## config.mk

```make
export PLATFORM = sky130hd
export DESIGN_NAME = nes_controller_emu
export DESIGN_NICKNAME = d
export VERILOG_FILES = /design/src/rtl/nes_controller_emu.sv
export SDC_FILE = /design/constraint.sdc
export NUM_CORES = 1
export LEC_CHECK = 0
export CORE_MARGIN = 2
export CORE_UTILIZATION = 25
export DETAILED_ROUTE_END_ITERATION = 10
export GPL_ROUTABILITY_DRIVEN = 0
export SLEW_MARGIN = 20
export SYNTH_ARGS = -nofsm -noshare
export SYNTH_HDL_FRONTEND = slang
export SYNTH_SLANG_ARGS = --single-unit
```

## constraint.sdc

```tcl
create_clock -name clk -period 2.5 [get_ports clk]
set_input_delay 0.375 -clock clk [delete_from_list [all_inputs] [get_ports clk]]
set_output_delay 0.375 -clock clk [all_outputs]
set_load 0.05 [all_outputs]
```

## src/rtl/nes_controller_emu.sv

```systemverilog
// Responder end of the NES serial pad link: behaves like a 4021 shift register.
// It latches the live buttons while the host holds latch, then shifts them out active-low.
module nes_controller_emu #(
  parameter int SYNC_STAGES = 2,
  parameter int TIMEOUT     = 4096
) (
  input  logic       clk,
  input  logic       reset,
  input  logic       latch_in,
  input  logic       nes_clk_in,
  input  logic [7:0] buttons,
  output logic       data_out,
  output logic [3:0] bit_cnt,
  output logic       frame_done
);

  localparam int TW = (TIMEOUT > 2) ? $clog2(TIMEOUT) : 1;
  localparam logic [TW-1:0] TMO_LAST = TW'(TIMEOUT - 1);

  typedef enum logic [1:0] {
    IDLE  = 2'd0,
    LOAD  = 2'd1,
    SHIFT = 2'd2,
    DONE  = 2'd3
  } state_t;

  state_t                 state_q, state_d;
  logic [SYNC_STAGES-1:0] latch_sync_q, nclk_sync_q;
  logic                   latch_hist_q, nclk_hist_q;
  logic [7:0]             shreg_q, shreg_d;
  logic [3:0]             bit_cnt_q, bit_cnt_d;
  logic                   frame_done_q, frame_done_d;
  logic [TW-1:0]          tmo_q, tmo_d;

  logic latch_s, nclk_s;
  logic latch_rise, latch_fall, nclk_rise;

  assign latch_s    = latch_sync_q[SYNC_STAGES-1];
  assign nclk_s     = nclk_sync_q[SYNC_STAGES-1];
  assign latch_rise = latch_s & ~latch_hist_q;
  assign latch_fall = ~latch_s & latch_hist_q;
  assign nclk_rise  = nclk_s & ~nclk_hist_q;

  // Synchronizers plus one history flop each; only synchronized copies reach the FSM.
  always_ff @(posedge clk or posedge reset) begin
    if (reset) begin
      latch_sync_q <= '0;
      nclk_sync_q  <= '0;
      latch_hist_q <= 1'b0;
      nclk_hist_q  <= 1'b0;
    end else begin
      latch_sync_q <= {latch_sync_q[SYNC_STAGES-2:0], latch_in};
      nclk_sync_q  <= {nclk_sync_q[SYNC_STAGES-2:0], nes_clk_in};
      latch_hist_q <= latch_s;
      nclk_hist_q  <= nclk_s;
    end
  end

  always_ff @(posedge clk or posedge reset) begin
    if (reset) begin
      state_q      <= IDLE;
      shreg_q      <= 8'hFF;
      bit_cnt_q    <= 4'd0;
      frame_done_q <= 1'b0;
      tmo_q        <= '0;
    end else begin
      state_q      <= state_d;
      shreg_q      <= shreg_d;
      bit_cnt_q    <= bit_cnt_d;
      frame_done_q <= frame_done_d;
      tmo_q        <= tmo_d;
    end
  end

  always_comb begin
    state_d      = state_q;
    shreg_d      = shreg_q;
    bit_cnt_d    = bit_cnt_q;
    frame_done_d = 1'b0;
    tmo_d        = tmo_q;

    unique case (state_q)
      IDLE: ;
      LOAD: begin
        shreg_d   = ~buttons;
        bit_cnt_d = 4'd0;
        tmo_d     = '0;
        // A host clock coinciding with the latch fall is not counted.
        if (latch_fall) state_d = SHIFT;
      end
      SHIFT: begin
        if (nclk_rise) begin
          shreg_d   = {shreg_q[6:0], 1'b1};
          bit_cnt_d = bit_cnt_q + 4'd1;
          tmo_d     = '0;
          if (bit_cnt_q == 4'd7) begin
            frame_done_d = 1'b1;
            state_d      = DONE;
          end
        end else if (tmo_q == TMO_LAST) begin
          state_d = IDLE;
          shreg_d = 8'hFF;
          tmo_d   = '0;
        end else begin
          tmo_d = tmo_q + 1'b1;
        end
      end
      DONE: begin
        if (nclk_rise) shreg_d = {shreg_q[6:0], 1'b1};
      end
      default: state_d = IDLE;
    endcase

    // Latch rise wins over everything, including a same-cycle host clock edge.
    if (latch_rise) begin
      state_d      = LOAD;
      shreg_d      = ~buttons;
      bit_cnt_d    = 4'd0;
      frame_done_d = 1'b0;
      tmo_d        = '0;
    end
  end

  assign data_out   = shreg_q[7];
  assign bit_cnt    = bit_cnt_q;
  assign frame_done = frame_done_q;

endmodule

```

==> results of run 1 <==
==> worst paths after layout <==
| kind | slack (ns) | startpoint | end |
|---|---|---|---|
| worst max-delay path | 0.43 | latch_sync_q[1]$_DFF_PP0_ | tmo_q[7]$_DFFE_PP0P_ |
| max in group asynchronous | 1.69 | reset | shreg_q[5]$_DFFE_PP1P_ |
| worst min register to register | 0.35 | nclk_sync_q[0]$_DFF_PP0_ | nclk_sync_q[1]$_DFF_PP0_ |
| worst min-delay path | 0.35 | nclk_sync_q[0]$_DFF_PP0_ | nclk_sync_q[1]$_DFF_PP0_ |
| worst max register to register | 0.43 | latch_sync_q[1]$_DFF_PP0_ | tmo_q[7]$_DFFE_PP0P_ |
| min in group asynchronous | 0.48 | reset | latch_sync_q[1]$_DFF_PP0_ |
==> registers in the layout, indices dropped and copies added, names as in the netlist <==
signal	count
tmo_q	12
shreg_q	8
bit_cnt	4
latch_sync_q	2
nclk_sync_q	2
state_q	2
frame_done	1
latch_hist_q	1
nclk_hist_q	1
==> cells in the mapped netlist, drive strengths merged (5+ instances only) <==
library cell,count
a31oi,6
nand2,10
inv,17
dfrtp,25
o21ai,14
dfstp,8
a21oi,14
mux2i,5
nand2b,5
or3,6
nand3,5
clkbuf,5
nor4,5
buf,5
nor2,13
==> logic make-up (layout without fill, tap and decap cells) <==
kind of cell / count (synthesis) / count (layout) / synth area share (%)
and+or+nand+nor: 63 / 63 / 19.6
AOI/OAI and AO/OA: 53 / 53 / 19.5
DFF: 33 / 33 / 48.3
buffers and inverters: 27 / 48 / 6.51
muxes: 5 / 5 / 2.89
adders and majority gates: 3 / 3 / 2.17
xor gates and xnor gates: 2 / 2 / 1.01
==> per-stage QoR <==
stage	util, %	cells
after floorplan	-	186
after global placement	29.5	279
after detailed placement	29.5	279
after CTS	30.7	287
after global routing	30.7	287
final	30.7	287
==> cell type report <==
type	instances	area [sq um]
clock buffers	7	76.3
inverters	17	63.8
flip-flops and latches	33	836
clock inverters	1	5.00
well taps	80	100
multi-input cells	126	781
fillers	711	4680
repair buffers	23	215
==> report_power, final <==
part | total (mW) | internal (mW) | switching (mW)
clock network | 0.379 | 0.195 | 0.184
registers | 0.800 | 0.687 | 0.112
logic | 0.707 | 0.304 | 0.404
==> placed cells by master, fill, tap and decap left out, drive strengths merged, types with 6 or more instances in the layout <==
master	Yosys	final
clkbuf	5	7
dfrtp	25	25
inv	17	17
a21oi	14	14
a31oi	6	6
nand2	10	10
clkdlybuf4s50	0	17
or3	6	6
nor2	13	13
dfstp	8	8
buf	5	6
o21ai	14	14
==> routing by layer <==
layer  wire length [microns]  track usage (%)  vias up
li1                        -                -      710
met5                       0                0        -
met4                      60             4.48        0
met1                    1690             12.9      695
met3                      94             2.84        7
met2                    1680             16.6       19
==> flow_metrics.tcl, run 1 <==
set metrics [dict create \
    outcome "completed" \
    slew_viol_final 0 \
    clk_pin_slew_ns 0.06 \
    path_cells "ha_1 > nand2b_1 > or3_1 > or4_1 > o21ai_0" \
    fin_skew_ns 0.00222 \
    synth_top_area_share_pct 36.2 \
    syn_area_sq_um 1730 \
    power.total_mw 1.89 \
    yosys_warnings 0 \
    core_area_sq_um 6760 \
    drt-wirelength-per-cell_microns 12.3 \
    rr_worst_depth 5 \
    drc 0 \
    synth_cells 186 \
    cts-root-buf "clkbuf_8" \
    overflow 0 \
    nNetsFinal 221 \
    finalHoldViolCount 0 \
    whs_ns 0.351 \
    drtIter0Drc 86 \
    dp_hpwl_microns 2500 \
    synth-main-ff-cell "dfrtp_1" \
    rsz0062_at_grt "false" \
    ys_seq_area_share_pct 48.3 \
    synth_cell_types 48 \
    min_path_cells 0 \
    cts_hold_buf 0 \
    dr.pass1.iters 4 \
    fin_area_sq_um 2080 \
    ctsResizeCount 0 \
    fin_setup_tns_ns 0 \
    antenna_found_initial 0 \
    endpoint_kind "register" \
    drv_cap 0 \
    clkSinkCount 33 \
    syn_avg_cell_area_sq_um 9.30 \
    areaGrowthSynthToFinish_pct 20.1 \
    htree_levels 2 \
    die_x_microns 87.2 \
    clock_latency_ns 0.28 \
    port_buffers 17 \
    timing.fmax_mhz 484 \
    period_minus_slack_ns 2.07 \
    via_per_inst 4.99 \
    grt_max_degree 34 \
    crit_slowest_cell "or4_1" \
    cpLargestDelayFamily "simple AND/OR/NAND/NOR gates" \
    cp_num_cells 5 \
    slowest_delay_ns 0.49 \
    cts-buffers-inserted 5 \
    ios 18 \
    cts_max_path_buffers 2 \
    cts_tree "built" \
    routed_wirelength_microns 3530 \
    drive_above_1_share_pct 11.1 \
    grt_pass1_wl_microns 6040 \
    critPathArrivalTime_ns 2.27 \
    irDropWorstVdd_mv 0.235 \
    track_usage_pct 10.3 \
    die-area_sq_um 7600 \
    synthArstFlopShare_pct 100 \
    critPathMaxFanout 15 \
    hold_path.class "reg -> reg" \
    worstPathRequired_ns 2.70 \
    crit_type "reg -> reg" \
    worst_pin_slew_ns 0.685 \
    ys_seq_elements 33 \
    p_per_area_nw_per_um2 908 \
    post_cts_buffers 0 \
    place_area_sq_um 2000 \
    path_buf_inv 0 \
    grt_pass1_vias 1334 \
    rows 30 \
    chipHeight_microns 87.2 \
    finalCritPeriodShare_pct 82.6 \
    ant_nets 0 \
    floorplan.initialDensity_pct 25.6 \
    maxSlewHeadroom_pct 54.2 \
    antenna_cells 0 \
    dpl_worst_slack_ns 0.466 \
    leakagePower_nw 0.865 \
    syn_nets 201 \
    via_count 1431 \
    setup_viol_count_final 0 \
    synth.area.top_cells "dfrtp_1 (36%), dfstp_2 (12%), a21oi_1 (4.1%)" \
    yosysTopAreaCell "dfrtp_1" \
    synth_edf_count 0 \
    startpoint_type "register" \
    worst_slack_ns 0.434 \
]
No activity file was read; power rests on OpenSTA's default activity.
==> run 2, diff against run 1 <==
==> constraint.sdc (replaced) <==
create_clock -name clk -period 1.68 [get_ports clk]
set_input_delay 0.252 -clock clk [delete_from_list [all_inputs] [get_ports clk]]
set_output_delay 0.252 -clock clk [all_outputs]
set_load 0.05 [all_outputs]
==> flow_metrics.tcl, run 2 (same netlist as run 1, synthesis figures left out) <==
set metrics [dict create \
    outcome "completed" \
    areaGrowthSynthToFinish_pct 34.1 \
    rows 30 \
    worstPathRequired_ns 1.90 \
    timing.fmax_mhz 624 \
    largest_reg_flops 12 \
    fin_skew_ns 0.00908 \
    irDropWorstVdd_mv 0.318 \
    ios 18 \
    period_minus_slack_ns 1.60 \
    crit_type "reg -> reg" \
    dp_hpwl_microns 2700 \
    antenna_found_initial 0 \
    seq_area_sq_um 837 \
    postLayoutCoreUtil_pct 34.3 \
    finalHoldViolCount 0 \
    via_per_inst 4.97 \
    layout_common_cells "buf_4 (29), dfrtp_1 (24), inv_1 (17)" \
    cts_tree "built" \
    clk_pin_slew_ns 0.07 \
    layout_commonest_cell "buf_4" \
    cts-buffers-inserted 5 \
    fill_cells 688 \
    slew_viol_final 0 \
    multi_input_area_sq_um 848 \
    drc 0 \
    leakagePower_nw 1.01 \
    nNetsFinal 240 \
    critPathArrivalTime_ns 1.83 \
    grt_pass1_wl_microns 6780 \
    track_usage_pct 11.5 \
    rsz0062_at_grt "true" \
    fin_cells 306 \
    via_count 1521 \
    dr.pass1.iters 5 \
    critPathMaxFanout 8 \
    drv_cap 0 \
    grt_pass1_vias 1443 \
    hold_path.class "in -> async" \
    drt-wirelength-per-cell_microns 13.2 \
    cts-root-buf "clkbuf_8" \
    endpoint_kind "register" \
    core_area_sq_um 6760 \
    htree_levels 2 \
    die-area_sq_um 7600 \
    placedCellCount 298 \
    p_per_area_nw_per_um2 1360 \
    port_buffers 17 \
    drive_above_1_share_pct 26.5 \
    die_x_microns 87.2 \
    grt_max_degree 34 \
    setup_viol_count_final 0 \
    startpoint_type "register" \
    finalCritPeriodShare_pct 95.4 \
    clkSinkCount 33 \
    cts_max_path_buffers 2 \
    floorplan.initialDensity_pct 25.6 \
    worst_pin_slew_ns 0.337 \
    drtIter0Drc 84 \
    overflow 0 \
    clock_latency_ns 0.29 \
    antenna_cells 0 \
    maxSlewHeadroom_pct 77.1 \
    regMostFlops "tmo_q" \
    ant_nets 0 \
    routed_wirelength_microns 4040 \
    chipHeight_microns 87.2 \
]
[run 2: changes by cell type in the layout (fill, tap and decap cells not counted), sizes merged]
cell,previous run,this run
clkdlybuf4s50,17,11
buf,6,31
[run 2: worst paths after layout]
check | startpoint | endpoint | slack [ns] | depth (start not counted)
worst max-delay path | latch_sync_q[1]$_DFF_PP0_ | tmo_q[7]$_DFFE_PP0P_ | 0.08 | 5
min in group clk | latch_sync_q[0]$_DFF_PP0_ | latch_sync_q[1]$_DFF_PP0_ | 0.35 | 0
max in group asynchronous | reset | shreg_q[4]$_DFFE_PP1P_ | 1.14 | 3
worst min register to register | latch_sync_q[0]$_DFF_PP0_ | latch_sync_q[1]$_DFF_PP0_ | 0.35 | 0
worst min-delay path | reset | tmo_q[3]$_DFFE_PP0P_ | 0.30 | 3
worst max register to register | latch_sync_q[1]$_DFF_PP0_ | tmo_q[7]$_DFFE_PP0P_ | 0.08 | 5
[run 2: area by class of cell]
cell class              instances  share of cell area (%)
clock buffers                   7                    4.16
clock inverters                 1                   0.216
inverters                      17                    2.75
multi-input cells             126                    36.6
flip-flops and latches         33                    36.1
well taps                      80                    4.32
repair buffers                 42                    15.9
[run 2: metrics by stage]
stage | cell area, sq um | power, mW | worst slack, ns | hold WS [ns] | setup TNS, ns
3_5_place_dp | 2160 | 2.47 | -0.0270 | 0.338 | -0.0270
4_1_cts | 2270 | 3.17 | 0.00243 | 0.311 | 0
3_3_place_gp | 2160 | 2.45 | 0.00905 | 0.334 | 0
2_1_floorplan | 1740 | 1.97 | 0.0204 | 0.283 | 0
5_1_grt | 2320 | 3.41 | -0.00602 | 0.324 | -0.0113
6_report | 2320 | 3.16 | 0.0768 | 0.303 | 0
[run 2: report_power, final]
group          internal, mW  leakage [nW]  switching [mW]
logic                 0.607         0.540           0.705
registers              1.03         0.412           0.145
clock network         0.370        0.0542           0.305
total                  2.00          1.01            1.16
[run 2: repair_timing]
item	CTS	global route
hold buffers	0	0
pin swaps	0	2
setup buffers	0	0
resized for setup	2	11
setup endpoints to repair	2	17
[run 2: per-layer routing]
metal	GRT usage (%)	routed length (microns)	up-vias
met4	5.03	74	0
met1	14.3	1850	736
li1	-	-	750
met3	3.41	193	6
met2	18.5	1930	29
met5	0	0	-
[run 2: critical path: stages, from the launching register on]
cell,delay (ns)
dfrtp_1,0.38
ha_2,0.17
nand2b_4,0.13
or3_4,0.38
or4_1,0.40
o21ai_1,0.08
==> run 3, diff against run 2 <==
--- a/config.mk
+++ b/config.mk
@@ -9,6 +9,7 @@
 export CORE_UTILIZATION = 25
 export DETAILED_ROUTE_END_ITERATION = 10
 export GPL_ROUTABILITY_DRIVEN = 0
+export GPL_TIMING_DRIVEN = 0
 export SLEW_MARGIN = 20
 export SYNTH_ARGS = -nofsm -noshare
 export SYNTH_HDL_FRONTEND = slang
==> flow_metrics.tcl, run 3 (same netlist as run 1, synthesis figures left out) <==
set metrics [dict create \
    htree_levels 2 \
    via_per_inst 5.02 \
    period_minus_slack_ns 1.69 \
    min_path_cells 0 \
    cts_tree "built" \
    drt-wirelength-per-cell_microns 12.8 \
    outcome "finished, violations left" \
    ant_nets 0 \
    grt_pass1_wl_microns 6580 \
    floorplan.initialDensity_pct 25.6 \
    whs_ns 0.349 \
    dp_hpwl_microns 2510 \
    chipHeight_microns 87.2 \
    drv_cap 0 \
    grt_max_degree 34 \
    endpoint_kind "register" \
    fin_skew_ns 0.00961 \
    irDropWorstVdd_mv 0.336 \
    critPathArrivalTime_ns 1.91 \
    dr.pass1.iters 4 \
    overflow 0 \
    leakagePower_nw 0.979 \
    clk_pin_slew_ns 0.06 \
    worst_slack_ns -0.0112 \
    dpl_worst_slack_ns -0.392 \
    drc 0 \
    slowest_delay_ns 0.43 \
    timing.fmax_mhz 591 \
    antenna_cells 0 \
    critPathMaxFanout 8 \
    setup_viol_count_final 1 \
    p_per_area_nw_per_um2 1390 \
    areaGrowthSynthToFinish_pct 32.7 \
    crit_slowest_cell "or4_4" \
    drive_above_1_share_pct 23.4 \
    crit_type "reg -> reg" \
    drtIter0Drc 49 \
    cts_hold_buf 0 \
    finalCritPeriodShare_pct 101 \
    maxSlewHeadroom_pct 54.4 \
    antenna_found_initial 0 \
    path_cells "ha_4 > nand2b_4 > or3_4 > or4_4 > o21ai_2" \
    layout_commonest_cell "dfrtp_1" \
    rsz0062_at_grt "true" \
    cts-root-buf "clkbuf_8" \
    worst_pin_slew_ns 0.683 \
    cts-buffers-inserted 5 \
    die-area_sq_um 7600 \
    clkSinkCount 33 \
    startpoint_type "register" \
    ios 18 \
    hold_path.class "reg -> reg" \
    via_count 1475 \
    die_x_microns 87.2 \
    clock_latency_ns 0.29 \
    core_area_sq_um 6760 \
    routed_wirelength_microns 3750 \
    finalHoldViolCount 0 \
    rows 30 \
    cts_max_path_buffers 2 \
    track_usage_pct 11.1 \
    layout_common_cells "dfrtp_1 (21), inv_1 (16), a21oi_1 (14)" \
    slew_viol_final 0 \
    port_buffers 17 \
    largest_reg_flops 12 \
    violations "negative setup slack" \
    worstPathRequired_ns 1.90 \
    grt_pass1_vias 1423 \
    rr_worst_depth 5 \
    nNetsFinal 228 \
    regMostFlops "tmo_q" \
]
-- run 3: cell types whose count changed in the layout (fill, tap and decap cells not counted), moves of 3 or more --
| cell | delta |
|---|---|
| buf_4 | -23 |
| dlygate4sd2_1 | +5 |
| buf_2 | +3 |
| dfrtp_1 | -3 |
| dfrtp_2 | +3 |
-- run 3: critical path, delay by kind of cell (launching register included) --
kind	cells	cell delay, ns
simple gates	3	0.96
fa+ha+maj	1	0.18
flops	1	0.41
compound gates	1	0.06
-- run 3: cell type report --
cell class,instances,area [sq um]
Fill cell,671,4460
Multi-Input combinational cell,126,921
Sequential cell,33,841
Timing Repair Buffer,23,211
Tap cell,80,100
Clock buffer,7,86.3
Inverter,17,63.8
Buffer,7,41.3
Clock inverter,1,30.0
-- run 3: worst paths after layout --
kind / from / endpoint / slack [ns]
min in group asynchronous: reset / frame_done$_DFF_PP0_ / 0.39
worst min register to register: latch_sync_q[0]$_DFF_PP0_ / latch_sync_q[1]$_DFF_PP0_ / 0.35
worst min-delay path: latch_sync_q[0]$_DFF_PP0_ / latch_sync_q[1]$_DFF_PP0_ / 0.35
max in group asynchronous: reset / tmo_q[4]$_DFFE_PP0P_ / 0.80
worst max-delay path: latch_sync_q[1]$_DFF_PP0_ / tmo_q[7]$_DFFE_PP0P_ / -0.01
worst max register to register: latch_sync_q[1]$_DFF_PP0_ / tmo_q[7]$_DFFE_PP0P_ / -0.01
-- run 3: power breakdown --
group          leakage [nW]  internal [mW]  switching (mW)
combinational         0.514          0.518           0.767
sequential            0.407           1.03           0.107
clock                0.0585          0.483           0.292
total                 0.979           2.03            1.17
-- run 3: repair_timing --
| item | CTS | global route |
|---|---|---|
| endpoints found under the hold margin | 0 | 0 |
| gates cloned | 0 | 0 |
| pin swaps | 2 | 3 |
| gates resized for setup | 25 | 17 |
| setup buffers | 2 | 4 |
| endpoints found under the setup margin | 26 | 20 |
-- run 3: metrics by stage --
step | power (mW) | utilization (%) | cells | setup TNS [ns] | instance area, sq um
after floorplan | 1.97 | - | 186 | 0 | 1740
after detailed placement | 2.27 | 29.7 | 283 | -5.16 | 2010
after global routing | 3.43 | 34.0 | 294 | -0.336 | 2290
final | 3.19 | 34.0 | 294 | -0.0112 | 2290
after global placement | 2.25 | 29.7 | 283 | -8.25 | 2010
after CTS | 3.14 | 33.0 | 291 | -0.0401 | 2230
-- run 3: metal layers --
layer / track usage [%] / part of all wire [%]
met1: 13.8 / 49
met2: 17.7 / 45
met3: 3.79 / 4.3
met4: 4.20 / 1.7
met5: 0 / 0
